`config.mk`:
```
export PLATFORM = sky130hd
export DESIGN_NAME = down_count_timer_flat
export DESIGN_NICKNAME = d
export VERILOG_FILES = /design/src/rtl/down_count_timer_pkg.sv /design/src/rtl/down_count_timer_if.sv /design/src/rtl/down_count_timer_core.sv /design/src/rtl/down_count_timer.sv /design/src/flat_wrapper.sv
export SDC_FILE = /design/constraint.sdc
export NUM_CORES = 1
export LEC_CHECK = 0
export ABC_AREA = 1
export CAP_MARGIN = 10
export CORE_MARGIN = 10
export CORE_UTILIZATION = 41
export CTS_CLUSTER_DIAMETER = 40
export DETAILED_ROUTE_END_ITERATION = 7
export PLACE_DENSITY = 0.76
export REMOVE_ABC_BUFFERS = 1
export SLEW_MARGIN = 25
export SYNTH_ARGS = -nofsm -noshare
export SYNTH_HDL_FRONTEND = slang
export SYNTH_SLANG_ARGS = --single-unit
```
`constraint.sdc`:
```
create_clock -name clk -period 1.1 [get_ports clk]
set_input_delay 0.11 -clock clk [delete_from_list [all_inputs] [get_ports clk]]
set_output_delay 0.11 -clock clk [all_outputs]
set_load 0.005 [all_outputs]
```
`src/rtl/down_count_timer_pkg.sv`:
```
// Shared types for the loadable down-count timer: FSM state encoding.
package down_count_pkg;

   localparam int STATE_W = 2;

   typedef enum logic [STATE_W-1:0] {
      IDLE = 2'd0,
      RUN  = 2'd1,
      HOLD = 2'd2
   } dct_state_t;

endpackage

```
`src/rtl/down_count_timer_if.sv`:
```
// Command, enable/abort and completion signals of the down-count timer.
interface down_count_timer_if #(
   parameter int WIDTH = 3
);

   logic             cmd_valid;
   logic             cmd_ready;
   logic [WIDTH-1:0] cmd_count;
   logic             en;
   logic             abort;
   logic [WIDTH-1:0] Q;
   logic             busy;
   logic             y;
   logic             done_valid;
   logic             done_ready;
   logic             done_aborted;

   // The controller side issues commands and consumes completions.
   modport master (
      output cmd_valid, cmd_count, en, abort, done_ready,
      input  cmd_ready, Q, busy, y, done_valid, done_aborted
   );

   modport slave (
      input  cmd_valid, cmd_count, en, abort, done_ready,
      output cmd_ready, Q, busy, y, done_valid, done_aborted
   );

endinterface

```
`src/rtl/down_count_timer_core.sv`:
```
// Count register with load, saturating decrement and zero/one detect.
module dct_core #(
   parameter int WIDTH = 3
) (
   input  logic             clk,
   input  logic             reset,
   input  logic             load,
   input  logic             dec,
   input  logic [WIDTH-1:0] load_value,
   output logic [WIDTH-1:0] q,
   output logic             is_zero,
   output logic             is_one
);

   assign is_zero = (q == '0);
   assign is_one  = (q == WIDTH'(1));

   // NOTE: sequential state uses <= so every register samples pre-edge values.
   always_ff @(posedge clk or posedge reset) begin
      if (reset) begin
         q <= '0;
      end else if (load) begin
         q <= load_value;
      end else if (dec && !is_zero) begin
         q <= q - WIDTH'(1);
      end
   end

endmodule

```
`src/rtl/down_count_timer.sv`:
```
// Loadable down-count timer: command handshake in, count down while enabled,
// completion (normal or aborted) reported through a done handshake.
module down_count_timer
   import down_count_pkg::*;
#(
   parameter int WIDTH       = 3,
   parameter bit AUTO_RELOAD = 1'b0
) (
   input logic               clk,
   input logic               reset,
   down_count_timer_if.slave bus
);

   dct_state_t       state;
   logic [WIDTH-1:0] reload;
   logic             y_r;
   logic             done_valid_r;
   logic             done_aborted_r;

   logic             cmd_fire;
   logic             core_load;
   logic             core_dec;
   logic [WIDTH-1:0] core_load_value;
   logic [WIDTH-1:0] q;
   logic             is_zero;
   logic             is_one;

   assign cmd_fire = (state == IDLE) && bus.cmd_valid;

   // NOTE: every always_comb output gets a default first so no latch is inferred.
   always_comb begin
      core_load       = 1'b0;
      core_dec        = 1'b0;
      core_load_value = bus.cmd_count;
      case (state)
         IDLE: core_load = cmd_fire;
         RUN:  core_dec  = bus.en && !bus.abort;
         HOLD: begin
            if (bus.done_ready && AUTO_RELOAD && !done_aborted_r) begin
               core_load       = 1'b1;
               core_load_value = reload;
            end
         end
         default: ;
      endcase
   end

   dct_core #(
      .WIDTH (WIDTH)
   ) u_core (
      .clk        (clk),
      .reset      (reset),
      .load       (core_load),
      .dec        (core_dec),
      .load_value (core_load_value),
      .q          (q),
      .is_zero    (is_zero),
      .is_one     (is_one)
   );

   always_ff @(posedge clk or posedge reset) begin
      if (reset) begin
         state          <= IDLE;
         reload         <= '0;
         y_r            <= 1'b0;
         done_valid_r   <= 1'b0;
         done_aborted_r <= 1'b0;
      end else begin
         y_r <= 1'b0;
         case (state)
            IDLE: begin
               if (cmd_fire) begin
                  reload <= bus.cmd_count;
                  if (bus.cmd_count == '0) begin
                     // Zero-length run completes immediately.
                     state          <= HOLD;
                     y_r            <= 1'b1;
                     done_valid_r   <= 1'b1;
                     done_aborted_r <= 1'b0;
                  end else begin
                     state <= RUN;
                  end
               end
            end
            RUN: begin
               // Abort has priority over the final decrement.
               if (bus.abort) begin
                  state          <= HOLD;
                  done_valid_r   <= 1'b1;
                  done_aborted_r <= 1'b1;
               end else if (bus.en && (is_one || is_zero)) begin
                  state        <= HOLD;
                  y_r          <= 1'b1;
                  done_valid_r <= 1'b1;
               end
            end
            HOLD: begin
               if (bus.done_ready) begin
                  done_valid_r   <= 1'b0;
                  done_aborted_r <= 1'b0;
                  if (AUTO_RELOAD && !done_aborted_r) begin
                     if (reload == '0) begin
                        state        <= HOLD;
                        y_r          <= 1'b1;
                        done_valid_r <= 1'b1;
                     end else begin
                        state <= RUN;
                     end
                  end else begin
                     state <= IDLE;
                  end
               end
            end
            default: state <= IDLE;
         endcase
      end
   end

   assign bus.cmd_ready    = (state == IDLE);
   assign bus.busy         = (state == RUN) || (state == HOLD);
   assign bus.Q            = q;
   assign bus.y            = y_r;
   assign bus.done_valid   = done_valid_r;
   assign bus.done_aborted = done_aborted_r;

endmodule

```
`src/flat_wrapper.sv`:
```
// flat-port wrapper written by rule: the top's interface ports become plain ports
module down_count_timer_flat import down_count_pkg::*;
#(
   parameter int WIDTH       = 3,
   parameter bit AUTO_RELOAD = 1'b0
)
  (clk, reset, bus_cmd_valid, bus_cmd_count, bus_en, bus_abort, bus_done_ready, bus_cmd_ready, bus_Q, bus_busy, bus_y, bus_done_valid, bus_done_aborted);
  down_count_timer_if #(.WIDTH(WIDTH)) bus_i ();
  input logic clk;
  input logic reset;
  input wire logic [$bits(bus_i.cmd_valid)-1:0] bus_cmd_valid;
  input wire logic [$bits(bus_i.cmd_count)-1:0] bus_cmd_count;
  input wire logic [$bits(bus_i.en)-1:0] bus_en;
  input wire logic [$bits(bus_i.abort)-1:0] bus_abort;
  input wire logic [$bits(bus_i.done_ready)-1:0] bus_done_ready;
  output wire logic [$bits(bus_i.cmd_ready)-1:0] bus_cmd_ready;
  output wire logic [$bits(bus_i.Q)-1:0] bus_Q;
  output wire logic [$bits(bus_i.busy)-1:0] bus_busy;
  output wire logic [$bits(bus_i.y)-1:0] bus_y;
  output wire logic [$bits(bus_i.done_valid)-1:0] bus_done_valid;
  output wire logic [$bits(bus_i.done_aborted)-1:0] bus_done_aborted;
  assign bus_i.cmd_valid = bus_cmd_valid;
  assign bus_i.cmd_count = bus_cmd_count;
  assign bus_i.en = bus_en;
  assign bus_i.abort = bus_abort;
  assign bus_i.done_ready = bus_done_ready;
  assign bus_cmd_ready = bus_i.cmd_ready;
  assign bus_Q = bus_i.Q;
  assign bus_busy = bus_i.busy;
  assign bus_y = bus_i.y;
  assign bus_done_valid = bus_i.done_valid;
  assign bus_done_aborted = bus_i.done_aborted;
  down_count_timer #(.WIDTH(WIDTH), .AUTO_RELOAD(AUTO_RELOAD)) u_core (.clk(clk), .reset(reset), .bus(bus_i));
endmodule
```
Word level (Yosys, flattened, before mapping)
Cells that the tools add are included.
{"block": "totals", "register_bits": 8, "in_bits": 9, "word_cells": 55}
{"block": "op_classes", "addsub": 1, "n_eq_ne": 8, "mux": 25, "reduce_logical": 16}
{"operator": "two-way mux 1 bit", "n": 14}
{"operator": "two-way mux 2 bit", "n": 5}
{"operator": "AND reduction 5 bit", "n": 2}
{"operator": "logical NOT 3 bit", "n": 2}
{"operator": "two-way mux 3 bit", "n": 2}
{"operator": "case mux 1 bit (3 select lines)", "n": 2}
{"operator": "case mux 2 bit (3 select lines)", "n": 1}
{"operator": "logical AND 1 bit", "n": 4}
{"operator": "inequality test 2 x 1 -> 1 bit (second input constant)", "n": 2}
{"operator": "inequality test 2 bit (second input constant)", "n": 2}
{"operator": "equality test 3 x 1 -> 1 bit (second input constant)", "n": 1}
{"operator": "inequality test 3 x 2 -> 1 bit (second input constant)", "n": 1}
{"operator": "AND reduction 3 bit", "n": 1}
{"operator": "nonzero test 3 bit", "n": 1}
{"operator": "subtractor 3 x 1 -> 3 bit (second input constant)", "n": 1}
{"operator": "equality test 2 x 1 -> 1 bit (second input constant)", "n": 1}
{"operator": "equality test 2 bit (second input constant)", "n": 1}
{"operator": "logical NOT 1 bit", "n": 2}
{"operator": "logical NOT 2 bit", "n": 1}
{"operator": "logical OR 1 bit", "n": 2}
{"operator": "case mux 1 bit (2 select lines)", "n": 1}
{"operator": "nonzero test 2 bit", "n": 1}

Longest topological paths before layout
Gate-level depths: netlist (run 1).
{"block": "depth", "ltp_word": 6, "mapped_depth": 8, "depth_no_buf": 8}

Hierarchy
From an unflattened synthesis (run 1), not the netlist that was laid out.
{"block": "unflattened", "hier_cells": 84, "area_unflattened_um2": 608.1}
{"module": "down_count_timer", "instances": 1, "cells_per_inst": 48, "area_each_um2": 367.9}
{"module": "dct_core", "instances": 1, "cells_per_inst": 36, "area_each_um2": 240.2}

Worst setup path after synthesis (run 1)
No wires, ideal clock.
{"block": "synth_timing", "kind": "reg-to-reg", "start": "register u_core.state[0]", "end": "register u_core.u_core.q[1]", "setup_time_ns": 0.119, "arrival_ns": 1.099, "required_ns": 0.981, "slack_ns": -0.118, "stages_incl_launch_ff": 8, "path_buffers": 0, "synth_period_minus_slack_ns": 1.218, "path_cell_list": "dfrtp_1 > inv_1 > ha_1 > nand2_1 > nor2_1 > a21oi_1 > nand2_1 > o21ai_2"}
{"block": "synth_between", "elab_chain_len": 4}
{"element": "start: declaration", "line_no": "down_count_timer.sv:14", "rtl": "dct_state_t state;"}
{"element": "start signal: assignment", "line_no": "down_count_timer.sv:63", "rtl": "state <= IDLE;"}
{"element": "start signal: assignment", "line_no": "down_count_timer.sv:76", "rtl": "state <= HOLD;"}
{"element": "start signal: assignment", "line_no": "down_count_timer.sv:81", "rtl": "state <= RUN;"}
{"element": "equality test 2 x 1 -> 1 bit or logical NOT 2 bit (tied branches)", "line_no": "down_count_timer.sv:35, down_count_timer.sv:28"}
{"element": "two-way mux 1 bit or logical AND 1 bit (tied branches)", "line_no": "down_count_timer.sv:35, down_count_timer.sv:28"}
{"element": "logical AND 1 bit or two-way mux 1 bit (tied branches)", "line_no": "down_count_timer_core.sv:24, down_count_timer.sv:35"}
{"element": "nonzero test 2 bit (no line) or two-way mux 3 bit (tied branches)"}
{"element": "end signal: assignment", "line_no": "down_count_timer_core.sv:23", "rtl": "q <= load_value;"}
{"element": "end signal: assignment", "line_no": "down_count_timer_core.sv:25", "rtl": "q <= q - WIDTH'(1);"}
{"element": "end: declaration", "line_no": "down_count_timer_core.sv:10", "rtl": "output logic [WIDTH-1:0] q,"}
Several ways; a longest one is shown, not always the timed one.
A chain may end at the register's enable or synchronous reset.

Worst setup path after layout (run 1)
{"block": "layout_timing", "start": "register u_core.state[1]", "end": "register u_core.state[0]"}
{"block": "layout_between", "elab_chain_len": 4}
{"element": "logical NOT 2 bit", "line_no": "down_count_timer.sv:28, down_count_timer.sv:70"}
{"element": "logical AND 1 bit", "line_no": "down_count_timer.sv:28", "rtl": "assign cmd_fire = (state == IDLE) && bus.cmd_valid;"}
{"element": "inequality test 2 x 1 -> 1 bit (no line)"}
{"element": "AND reduction 3 bit (no line)"}
Several ways; a longest one is shown, not always the timed one.

==> results of run 1 <==
## repair_timing
| item | CTS | global route |
|---|---|---|
| buffers inserted | 4 | 0 |
| resized for setup | 35 | 5 |
| endpoints found under the setup margin | 16 | 11 |
| pin swaps | 7 | 5 |
## routing by layer
metal / up-vias / track usage, %
met2: 12 / 15.5
met1: 265 / 10.5
met4: 0 / 5.03
met3: 2 / 2.83
met5: - / 0
li1: 311 / -
## path summary, 6_finish.rpt
kind / to / slack, ns / cells after the start / start
setup / recovery: u_core.state[0]$_DFFE_PP0P_ / -0.22 / 8 / u_core.state[1]$_DFFE_PP0P_
max in group asynchronous: u_core.u_core.q[2]$_DFFE_PP0P_ / 0.73 / 2 / reset
hold reg to reg: u_core.bus.done_aborted$_DFFE_PP0P_ / 0.46 / 2 / u_core.bus.done_aborted$_DFFE_PP0P_
setup reg to reg: u_core.state[0]$_DFFE_PP0P_ / -0.22 / 8 / u_core.state[1]$_DFFE_PP0P_
hold / removal: u_core.bus.y$_DFF_PP0_ / 0.11 / 2 / reset
min in group clk: u_core.bus.done_aborted$_DFFE_PP0P_ / 0.46 / 2 / u_core.bus.done_aborted$_DFFE_PP0P_
## power groups by stage
| stage | clock [mW] | sequential [mW] | combinational (mW) |
|---|---|---|---|
| floorplan | 0 | 0.525 | 0.808 |
| global placement | 0 | 0.508 | 1.46 |
| detailed placement | 0 | 0.522 | 1.47 |
| CTS | 0.226 | 0.518 | 1.77 |
| global route | 0.253 | 0.541 | 1.99 |
| finish | 0.222 | 0.523 | 1.80 |
## synthesized netlist by cell type (2+ instances only)
library cell / number
ha_1: 7
nand2_2: 5
nand2_1: 26
inv_1: 14
dfrtp_1: 8
nor2_1: 2
nand3_1: 8
## cell usage in the layout (no fill, tap or decap), types with 2 or more instances in the layout
cell / n
inv_2: 4
dfrtp_1: 7
ha_4: 3
o21ai_1: 2
nand2_1: 23
nand3_1: 7
ha_2: 3
buf_4: 8
nand2_2: 7
clkdlybuf4s50_1: 8
inv_1: 10
buf_6: 4
dlygate4sd2_1: 5
nor2_1: 2
clkbuf_4: 3
## final cells by class
cell class              count  area, um^2  area share [%]
multi-input cells          58         419            42.8
repair buffers             28         264            27.0
flip-flops and latches      8         201            20.6
inverters                  14        52.6            5.37
clock buffers               3        22.5            2.30
well taps                  15        18.8            1.92
## flip-flops by register name, indices dropped and copies added (netlist names)
signal                   cells
u_core.bus.y                 1
u_core.u_core.q              3
u_core.bus.done_valid        1
u_core.state                 2
u_core.bus.done_aborted      1
## worst register-to-register path, stage by stage (launching register included)
cell,delay [ns]
dfrtp_1,0.39
buf_4,0.16
ha_2,0.18
nand2_1,0.08
nand3_1,0.08
nand2_2,0.13
nand2_2,0.07
nand2_1,0.07
nand2_1,0.06
## logic make-up (layout without fill, tap and decap cells)
kind of cell	Yosys count	in the layout
and+or+nand+nor	45	45
buffers and inverters	14	45
DFF	8	8
adders and majority gates	7	7
AOI/OAI and AO/OA	6	6
==> impl_metrics.csv, run 1 <==
group,metric,value,unit
finish,nets,129,
finish,fin_util,73.4,%
timing,fin_crit_sh,120,%
pwr,leakagePower,0.502,nW
drt,top_layer_used,"met4",
timing,fin_ws,-0.221,ns
finish,fillers,94,
worst_setup_path,endpoint_kind,"flip-flop",
timing,fin_crit,1.32,ns
placement,hpwl,1110,um
worst_setup_path,cpPeakStageDelay,0.39,ns
pwr,p_int,1.49,mW
synthesis,synth_compound_gate_area_share,7.77,%
die,start_util,44.7,%
worst_setup_path,crit_path_cell_trace,"buf_4, ha_2, nand2_1, nand3_1, nand2_2, nand2_2, nand2_1, nand2_1",
pwr,irDropWorstVdd,1490,uV
pwr,p_switching,1.05,mW
drt,wl_met2,756,um
pwr,swShare,41.4,%
finish,finalInstanceArea,978,um^2
drt,drt_iter0_drc,11,
clock_tree,path_clk_slew,0.06,ns
synthesis,synthFlopType,"dfrtp_1",
die,coreArea,0.00133,mm^2
synthesis,synth_top_family_by_area,"simple AND/OR/NAND/NOR gates",
finish,diodes,0,
clock_tree,root_buffer,"clkbuf_4",
die,rows,13,
clock_tree,cts_hold_buf,0,
grt,track_usage,9.39,%
die,dieArea,0.00338,mm^2
worst_setup_path,crit_top_cell,"nand2_1",
synthesis,syn-instance-count,80,
synthesis,synth_edf_count,0,
drt,wl_per_cell,12.2,um
drt,met1_length,692,um
drt,dr_wl_met3,69,um
synthesis,yosys.area_share.simple,35.1,%
finish,drive_gt1_share,37.8,%
synthesis,synth_mux_area_share,0,%
worst_setup_path,cp_slowest_cell,"dfrtp_1",
grt,grt_pass1_wl,2520,um
worst_setup_path,crit_fanout,5,
synthesis,synth_xor_area_share,0,%
synthesis,async_reset_ff_share,100,%
worst_setup_path,worstSetupPathType,"reg2reg",
status,status,"complete, but fails checks",
die,ios,17,
grt,grt_max_degree,9,
worst_setup_path,critPathArrivalTime,1.45,ns
timing,max_freq,0.757,GHz
worst_setup_path,path_buf_inv,1,
timing,setup_viol,10,
synthesis,seq_area_frac_synth,33.6,%
placement,place.gp.congestion,0.775,
synthesis,synth_fa_ha_area_share,14.7,%
clock_tree,cts_buffers,3,
run,cap_violations,0,
die,die_width,58.1,um
drt,drtPass1Iterations,4,
grt,antenna_found_initial,0,
timing,rsz0062_at_grt,"yes",
clock_tree,cts_sinks,8,
worst_setup_path,path_delay_family,"simple AND/OR/NAND/NOR gates",
pwr,p_comb_share,70.7,%
die,die_h,58.1,um
worst_hold_path,hold_path.class,"in2async",
drt,vias,590,
clock_tree,cts.htree.levels,1,
drt,drc,0,
pwr,clockPowerShare,8.7,%
pwr,seqPwrFrac,20.6,%
grt,gr-total-overflow,0,
timing,timing.setup.tns,-1.22,ns
clock_tree,worstSkewPairLatency,0.25,ns
timing,slew_headroom,78.6,%
synthesis,ys_types,17,
synthesis,synth_area_leaders,"dfrtp_1 34%, nand2_1 16%, ha_1 15%",
timing,worstMarginPinSlew,0.321,ns
timing,finalClockSkew,0.00317,ns
synthesis,yosys_warnings,0,
placement,dp_cells,119,
worst_setup_path,crit_required,1.23,ns
drt,viasPerCell,4.68,
timing,drv_slew,0,
synthesis,syn-cell-area,596,um^2
timing,hold_viol,0,
worst_setup_path,critPathLaunchType,"flip-flop",
synthesis,synth_seq_cells,8,
clock_tree,cts_tree,"built",
status,violations,"setup timing",
grt,first_global_vias,573,
placement,place_area,835,um^2
drt,ant_nets,0,
synthesis,synth_top_area_share,33.6,%
synthesis,synth_largest_area_cell,"dfrtp_1",
placement,port_buffers,16,
placement,place_ws,-0.226,ns
pwr,powerDensity,2600,mW/mm^2
finish,area_growth_syn_to_layout,64.3,%
finish,fin_cells,126,
synthesis,synth_area_per_cell,7.44,um^2
timing,whs,0.112,ns
clock_tree,clockBufferDepth,2,
pwr,power,2.54,mW
drt,wirelength,1540,um
No activity file was read; power rests on OpenSTA's default activity.
==> inputs of run 2 (changes only) <==
--- a/config.mk
+++ b/config.mk
@@ -17,3 +17,4 @@
 export SYNTH_ARGS = -nofsm -noshare
 export SYNTH_HDL_FRONTEND = slang
 export SYNTH_SLANG_ARGS = --single-unit
+export TNS_END_PERCENT = 10
==> run 2 against run 1 <==
Against the previous run: hold slack got worse by 0.0037 ns; global-route usage fell by 0.74 points; final cell count decreased by 2.4%; clock power hardly changed; critical endpoint is now u_core.bus.done_aborted$_DFFE_PP0P_; the flow still finishes with violations (setup timing).
==> impl_metrics.csv, run 2 (same netlist as run 1, synthesis figures left out) <==
group,metric,value,unit
status,status,"complete, but fails checks",
status,violations,"setup timing",
drt,wirelength,1360,um
placement,place.gp.congestion,0.775,
grt,antenna_found_initial,0,
worst_setup_path,critPathArrivalTime,1.43,ns
drt,drt_iter0_drc,11,
placement,port_buffers,16,
drt,vias,578,
clock_tree,cts_hold_buf,0,
timing,fin_crit,1.29,ns
drt,drc,0,
worst_hold_path,hold_path.class,"in2async",
worst_setup_path,r2r_start,"u_core.state[0]$_DFFE_PP0P_",
clock_tree,cts.htree.levels,1,
finish,fin_util,66.7,%
worst_setup_path,crit_fanout,4,
worst_setup_path,worstSetupPathType,"reg2reg",
finish,regMostFlops,"u_core.u_core.q",
clock_tree,root_buffer,"clkbuf_4",
die,coreArea,0.00133,mm^2
grt,grt_max_degree,9,
finish,largest_reg_flops,3,
clock_tree,clockBufferDepth,2,
clock_tree,cts_tree,"built",
worst_setup_path,cpPeakStageDelay,0.40,ns
timing,hold_viol,0,
clock_tree,path_clk_slew,0.06,ns
pwr,leakagePower,0.475,nW
clock_tree,worstSkewPairLatency,0.25,ns
worst_setup_path,rrSetupSlack,-0.19,ns
drt,drtPass1Iterations,4,
run,cap_violations,0,
worst_setup_path,endpoint_kind,"flip-flop",
pwr,power,2.23,mW
worst_setup_path,path_buf_inv,3,
grt,met2_usage,13.7,%
timing,worstMarginPinSlew,0.319,ns
die,rows,13,
grt,gr-usage-met3,2.83,%
finish,final_cell_mix,"24 x nand2_1, 11 x inv_1, 8 x nand3_1, 8 x clkdlybuf4s50_1",
grt,grt_busiest_layer,"met2",
timing,fin_crit_sh,117,%
finish,diodes,0,
finish,reg_top3,"u_core.u_core.q x3, u_core.state x2",
die,ios,17,
grt,gr-total-overflow,0,
timing,whs,0.108,ns
drt,viasPerCell,4.70,
grt,track_usage,8.65,%
die,dieArea,0.00338,mm^2
die,die_h,58.1,um
worst_setup_path,rr_worst_depth,9,
grt,grt_pass1_wl,2330,um
pwr,powerDensity,2510,mW/mm^2
worst_setup_path,cp_slowest_cell,"dfrtp_1",
timing,setup_viol,10,
worst_setup_path,r2r_end,"u_core.bus.done_aborted$_DFFE_PP0P_",
finish,nets,126,
clock_tree,cts_sinks,8,
worst_setup_path,path_delay_family,"flip-flops",
timing,drv_slew,0,
pwr,irDropWorstVdd,1110,uV
timing,slew_headroom,78.7,%
finish,layout_commonest_cell,"nand2_1",
worst_setup_path,critPathLaunchType,"flip-flop",
timing,max_freq,0.775,GHz
worst_setup_path,crit_path_cell_trace,"buf_6, buf_6, ha_4, inv_2, nand2_2, a21oi_4, nand2_1, nand2_1, nand2_1",
die,die_width,58.1,um
grt,first_global_vias,539,
timing,finalClockSkew,0.00269,ns
placement,hpwl,1110,um
finish,area_growth_syn_to_layout,49.4,%
finish,fillers,114,
grt,met1_usage,9.91,%
worst_setup_path,crit_top_cell,"nand2_1",
die,start_util,44.7,%
worst_setup_path,crit_required,1.24,ns
timing,fin_ws,-0.190,ns
clock_tree,cts_buffers,3,
timing,rsz0062_at_grt,"yes",
drt,wl_per_cell,11.0,um
worst_setup_path,path_depth,9,
finish,drive_gt1_share,29.6,%
drt,ant_nets,0,
==> run 2: cell type report <==
cell class                      count  area [um^2]  share of cell area, %
Multi-Input combinational cell     58          365                   41.1
Timing Repair Buffer               25          229                   25.7
Sequential cell                     8          201                   22.6
Inverter                           14         52.6                   5.91
Clock buffer                        3         22.5                   2.53
Tap cell                           15         18.8                   2.11
==> run 2: worst max-delay path by stage <==
stage                                                to  slack (ns)                        start
floorplan                u_core.u_core.q[1]$_DFFE_PP0P_       -0.12  u_core.state[0]$_DFFE_PP0P_
global placement                               bus_busy       -0.20  u_core.state[0]$_DFFE_PP0P_
detailed placement                             bus_busy       -0.23  u_core.state[0]$_DFFE_PP0P_
CTS                                            bus_busy       -0.19  u_core.state[0]$_DFFE_PP0P_
global route          u_core.bus.done_valid$_DFFE_PP0P_       -0.31  u_core.state[0]$_DFFE_PP0P_
finish              u_core.bus.done_aborted$_DFFE_PP0P_       -0.19  u_core.state[0]$_DFFE_PP0P_
==> run 2: metal layers <==
| layer | vias up | part of all wire, % |
|---|---|---|
| met5 | - | 0 |
| met4 | 0 | 2.7 |
| met3 | 4 | 6.4 |
| met2 | 18 | 45 |
| met1 | 251 | 46 |
| li1 | 305 | - |
==> run 2: power by group <==
group	total [mW]	switching [mW]	internal (mW)	leakage [nW]
Clock	0.225	0.0999	0.125	0.0138
Sequential	0.526	0.0970	0.429	0.0992
Combinational	1.48	0.737	0.745	0.362
==> run 2: what timing repair did <==
action                     CTS  global route
setup endpoints to repair   16            11
gates resized for setup     23             3
pin swaps                    3             3
setup buffers                1             0
==> run 2: metrics by stage <==
step / std cells / setup WS [ns] / TNS, ns / instance area, um^2
after floorplan: 80 / -0.118 / -0.694 / 596
after global placement: 119 / -0.196 / -1.59 / 835
after detailed placement: 119 / -0.226 / -1.87 / 835
after CTS: 123 / -0.186 / -1.41 / 892
after global routing: 123 / -0.311 / -2.21 / 890
final: 123 / -0.190 / -1.35 / 890
